===== src/rtl/alu_mul_seq.sv =====
// Shift-and-add multiplier sequencer: borrows the shared ALU (ADD/SLL/SRL) for three
// cycles per multiplier bit and returns the low WIDTH bits of opA*opB.
module alu_mul_seq #(
   parameter int unsigned WIDTH      = 32,
   parameter bit          EARLY_EXIT = 1'b1
) (
   input  logic             i_clk,
   input  logic             i_rst_n,
   input  logic             i_start,
   input  logic [WIDTH-1:0] i_opA,
   input  logic [WIDTH-1:0] i_opB,
   output logic             o_busy,
   output logic             o_done,
   output logic [WIDTH-1:0] o_result,
   output logic [WIDTH-1:0] o_alu_a,
   output logic [WIDTH-1:0] o_alu_b,
   output logic [3:0]       o_alu_ctrl,
   output logic [4:0]       o_alu_shift,
   input  logic [WIDTH-1:0] i_alu_result,
   input  logic             i_alu_zf
);

   localparam int unsigned CntW = $clog2(WIDTH);
   localparam logic [CntW-1:0] LastCnt = CntW'(WIDTH - 1);

   localparam logic [3:0] CtrlAdd = 4'b0010;
   localparam logic [3:0] CtrlSll = 4'b1000;
   localparam logic [3:0] CtrlSrl = 4'b1111;
   localparam logic [3:0] CtrlAnd = 4'b0000;

   typedef enum logic [2:0] {
      StIdle,
      StStep,
      StShl,
      StShr,
      StDone
   } state_e;

   state_e            state_q, state_d;
   logic [WIDTH-1:0]  acc_q, acc_d;
   logic [WIDTH-1:0]  mcand_q, mcand_d;
   logic [WIDTH-1:0]  mplier_q, mplier_d;
   logic [CntW-1:0]   cnt_q, cnt_d;
   logic [WIDTH-1:0]  result_q, result_d;

   always_ff @(posedge i_clk or negedge i_rst_n) begin
      if (!i_rst_n) begin
         state_q  <= StIdle;
         acc_q    <= '0;
         mcand_q  <= '0;
         mplier_q <= '0;
         cnt_q    <= '0;
         result_q <= '0;
      end else begin
         state_q  <= state_d;
         acc_q    <= acc_d;
         mcand_q  <= mcand_d;
         mplier_q <= mplier_d;
         cnt_q    <= cnt_d;
         result_q <= result_d;
      end
   end

   always_comb begin
      state_d     = state_q;
      acc_d       = acc_q;
      mcand_d     = mcand_q;
      mplier_d    = mplier_q;
      cnt_d       = cnt_q;
      result_d    = result_q;
      o_alu_a     = '0;
      o_alu_b     = '0;
      o_alu_ctrl  = CtrlAnd;
      o_alu_shift = '0;
      o_busy      = 1'b1;
      o_done      = 1'b0;

      unique case (state_q)
         StIdle: begin
            o_busy = 1'b0;
            if (i_start) begin
               acc_d    = '0;
               mcand_d  = i_opA;
               mplier_d = i_opB;
               cnt_d    = '0;
               state_d  = StStep;
            end
         end
         StStep: begin
            o_alu_a    = acc_q;
            o_alu_b    = mcand_q;
            o_alu_ctrl = CtrlAdd;
            if (mplier_q[0]) begin
               acc_d = i_alu_result;
            end
            state_d = StShl;
         end
         StShl: begin
            o_alu_b     = mcand_q;
            o_alu_ctrl  = CtrlSll;
            o_alu_shift = 5'd1;
            mcand_d     = i_alu_result;
            state_d     = StShr;
         end
         StShr: begin
            o_alu_b     = mplier_q;
            o_alu_ctrl  = CtrlSrl;
            o_alu_shift = 5'd1;
            mplier_d    = i_alu_result;
            cnt_d       = cnt_q + 1'b1;
            // zf here means no multiplier bits remain, so further steps add nothing
            if ((EARLY_EXIT && i_alu_zf) || (cnt_q == LastCnt)) begin
               result_d = acc_q;
               state_d  = StDone;
            end else begin
               state_d = StStep;
            end
         end
         StDone: begin
            o_done  = 1'b1;
            state_d = StIdle;
         end
         default: begin
            o_busy  = 1'b0;
            state_d = StIdle;
         end
      endcase
   end

   assign o_result = result_q;

endmodule

===== config.mk =====
export PLATFORM = sky130hd
export DESIGN_NAME = alu_mul_seq
export DESIGN_NICKNAME = d
export VERILOG_FILES = /design/src/rtl/alu_mul_seq.sv
export SDC_FILE = /design/constraint.sdc
export NUM_CORES = 1
export LEC_CHECK = 0
export ABC_AREA = 1
export CORE_ASPECT_RATIO = 1.75
export CORE_MARGIN = 4
export CORE_UTILIZATION = 44
export CTS_BUF_LIST = sky130_fd_sc_hd__clkbuf_16
export CTS_CLUSTER_DIAMETER = 80
export CTS_CLUSTER_SIZE = 12
export DETAILED_ROUTE_END_ITERATION = 16
export PLACE_DENSITY = 0.77
export RECOVER_POWER = 50
export SLEW_MARGIN = 20
export SYNTH_ARGS = -nofsm -noshare
export SYNTH_HDL_FRONTEND = slang
export SYNTH_SLANG_ARGS = --single-unit

===== constraint.sdc =====
create_clock -name i_clk -period 1.8 [get_ports i_clk]
set_clock_uncertainty 0.2 [all_clocks]
set_input_delay 0.36 -clock i_clk [delete_from_list [all_inputs] [get_ports i_clk]]
set_output_delay 0.36 -clock i_clk [all_outputs]
set_load 0.1 [all_outputs]

==> run summary <==
Slew headroom -> 0.485
Crit start category -> flop
Share of layout cells above drive strength 1 -> 0.502
Adder-cell share of the synthesized area -> 0.00341
Die height -> 179 um
Pre-Repair DR Iteration Count -> 9
Initial Util -> 0.448
Cell accounting for the most synthesized area -> dfrtp_1
CTS Buffer Depth -> 2
GRT overflow -> 0
Post-synth EDFFs -> 0
Violated checks -> setup timing
CTS tree -> built
Largest family of logic cells by synthesized area -> simple AND/OR/NAND/NOR gates
Cell Area, Placed -> 0.0117 mm^2
Hold Slack -> 0.342 ns
Fin area -> 0.0153 mm^2
Max-slew violations -> 0
Fin crit share -> 1.41
Run status -> finished, violations left
Largest net degree at the start of global routing -> 49
First-pass GRT wire length -> 56.6 mm
1st-iter DRT viols -> 1847
Clk sinks -> 136
Crit end category -> primary output
Initial antenna violation count -> 3
Crit path DAT -> 1.97 ns
Worst EP required -> 1.24 ns
Max Cap Viol -> 0
Top area cells in the synthesized netlist -> dfrtp_1 46%, nand2_1 24%, nand3_1 7.1%
Drt total wl -> 50.8 mm
Most numerous cell in the Yosys netlist -> nand2_1
GRT Overall Usage -> 0.400
CORE AREA -> 0.0164 mm^2
Unrepaired setup endpoints after global routing -> true
Synth top cells by count -> 460 x nand2_1, 136 x dfrtp_1, 104 x nand3_1
Simple-gate share of the synthesized area -> 0.408
Synth warn -> 0
Maximum clock frequency -> 0.395 GHz
Final setup vio count -> 206
Ys async rst share -> 1.00
WL/cell -> 32.6 um
Worst-Skew Late Latency -> 0.43 ns
Clock-pin slew of the registers on the worst-case setup and hold paths -> 0.06 ns
Routability cong. -> 0.947
Seq/Total Area, Yosys -> 0.464
DIE AREA -> 0.0189 mm^2
Port bufs -> 202
Post-synthesis mux area share -> 0
IO Count -> 207
CTS H-tree depth -> 4
Final core occ -> 0.937
Minimum clock period -> 2.53 ns
Mean Syn Cell Area -> 7.05 um^2
Yosys top cell area share -> 0.464
Post-Synth XOR/XNOR Area -> 0
Synthesized cell area -> 0.00734 mm^2
Final hold vios -> 0
Top_reg_cell synth -> dfrtp_1
Number of global-route vias before repair -> 9834
WS Path Type -> flop to primary output
Total CTS buffers -> 17
Vias -> 10600
Post-synthesis compound-gate area fraction -> 0.0246
Die width -> 106 um
Final ANT Viol Nets -> 0
Vias/cell -> 6.84
Post-synthesis cell type count -> 24
Slew @ Worst Pin -> 0.772 ns
Layout area overhead -> 109%
Setup TNS -> -94.87 ns
Post-layout nets -> 1419
Hold WC Path Type -> flop to flop
Mapped Cells -> 1041
Fin worst setup slack -> -0.733 ns
DRC -> 0
Root Buffer Master -> clkbuf_16
Row cnt -> 62
Synth Register Bits -> 136
CP Max Fanout -> 6
DPL Wire Length -> 19.0 mm
[cells in the final DEF, fill, tap and decap left out, types with 2 or more instances in the layout]
cell / n
buf_12: 135
buf_16: 20
buf_4: 43
buf_6: 15
buf_8: 15
bufinv_16: 3
clkbuf_16: 24
clkbuf_2: 2
clkbuf_4: 2
clkdlybuf4s50_1: 98
clkinv_2: 2
clkinvlp_4: 8
conb_1: 4
dfrtp_1: 133
dfrtp_2: 3
diode_2: 2
ha_2: 2
inv_1: 67
inv_4: 2
inv_6: 4
nand2_1: 200
nand2_2: 143
nand2_4: 75
nand2_8: 45
nand3_1: 58
nand3_2: 37
nand3_4: 11
nand4_1: 65
nor2_1: 35
nor2_2: 3
nor2_4: 34
o21ai_2: 30
o21ai_4: 4
[worst max-delay path, stage by stage, from the launching register on]
cell     delay [ns]
dfrtp_2        0.43
inv_6          0.06
nor2_4         0.17
nand2_4        0.14
nand2_8        0.15
buf_12         0.18
nand2_2        0.13
nand2_8        0.09
buf_12         0.17
[worst paths after layout]
kind | start | endpoint | slack [ns] | depth (start not counted)
max | state_q[0] | o_alu_b[8] | -0.73 | 8
min | mplier_q[22] | mplier_q[22] | 0.34 | 2
max reg2reg | state_q[1] | acc_q[17] | -0.54 | 12
min reg2reg | mplier_q[22] | mplier_q[22] | 0.34 | 2
max in group asynchronous | i_rst_n | mplier_q[0] | 0.12 | 3
min in group asynchronous | i_rst_n | mplier_q[25] | 0.35 | 2
[routing by layer]
metal / wire [um] / vias up / global-route usage
li1: - / 3845 / -
met1: 14200 / 4862 / 0.402
met2: 22600 / 1314 / 0.682
met3: 6740 / 623 / 0.115
met4: 7280 / 4 / 0.328
met5: 58 / - / 0
[per-stage QoR]
stage	cells	worst slack, ns
2_1_floorplan	1044	-0.768
3_3_place_gp	1446	-0.189
3_5_place_dp	1446	-0.241
4_1_cts	1542	-0.522
5_1_grt	1556	-0.745
6_report	1556	-0.733
[cell type report]
class,count,area [um^2]
Multi-Input combinational cell,749,5580
Timing Repair Buffer,339,5160
Sequential cell,136,3410
Fill cell,419,1020
Clock buffer,17,425
Inverter,74,307
Tap cell,224,280
Clock inverter,15,176
Antenna cell,2,5.00
[sequential cells by signal, summed over array words and instances, names as in the netlist]
name and cells:
mcand_q 32, mplier_q 32, o_result 32, cnt_q 5
state_q 3, acc_q 32
[timing repair]
item                                   4_1_cts  5_1_grt
setup buffers                               41       15
gates resized for setup                    248      286
pin swaps                                   37       98
gates cloned                                24        9
setup endpoints to repair                  119      206
endpoints found under the hold margin       39        0
hold buffers                                 1        0
[logic make-up (layout without fill, tap and decap cells)]
| logic type | after synthesis | count (layout) |
|---|---|---|
| AOI/OAI and AO/OA | 36 | 36 |
| adders and majority gates | 2 | 2 |
| buffers and inverters | 159 | 445 |
| DFF | 136 | 136 |
| other | 1 | 6 |
| and+or+nand+nor | 707 | 707 |
Power is not shown: default switching activity piles up to over one toggle a cycle in this logic, so the estimate is an artifact.
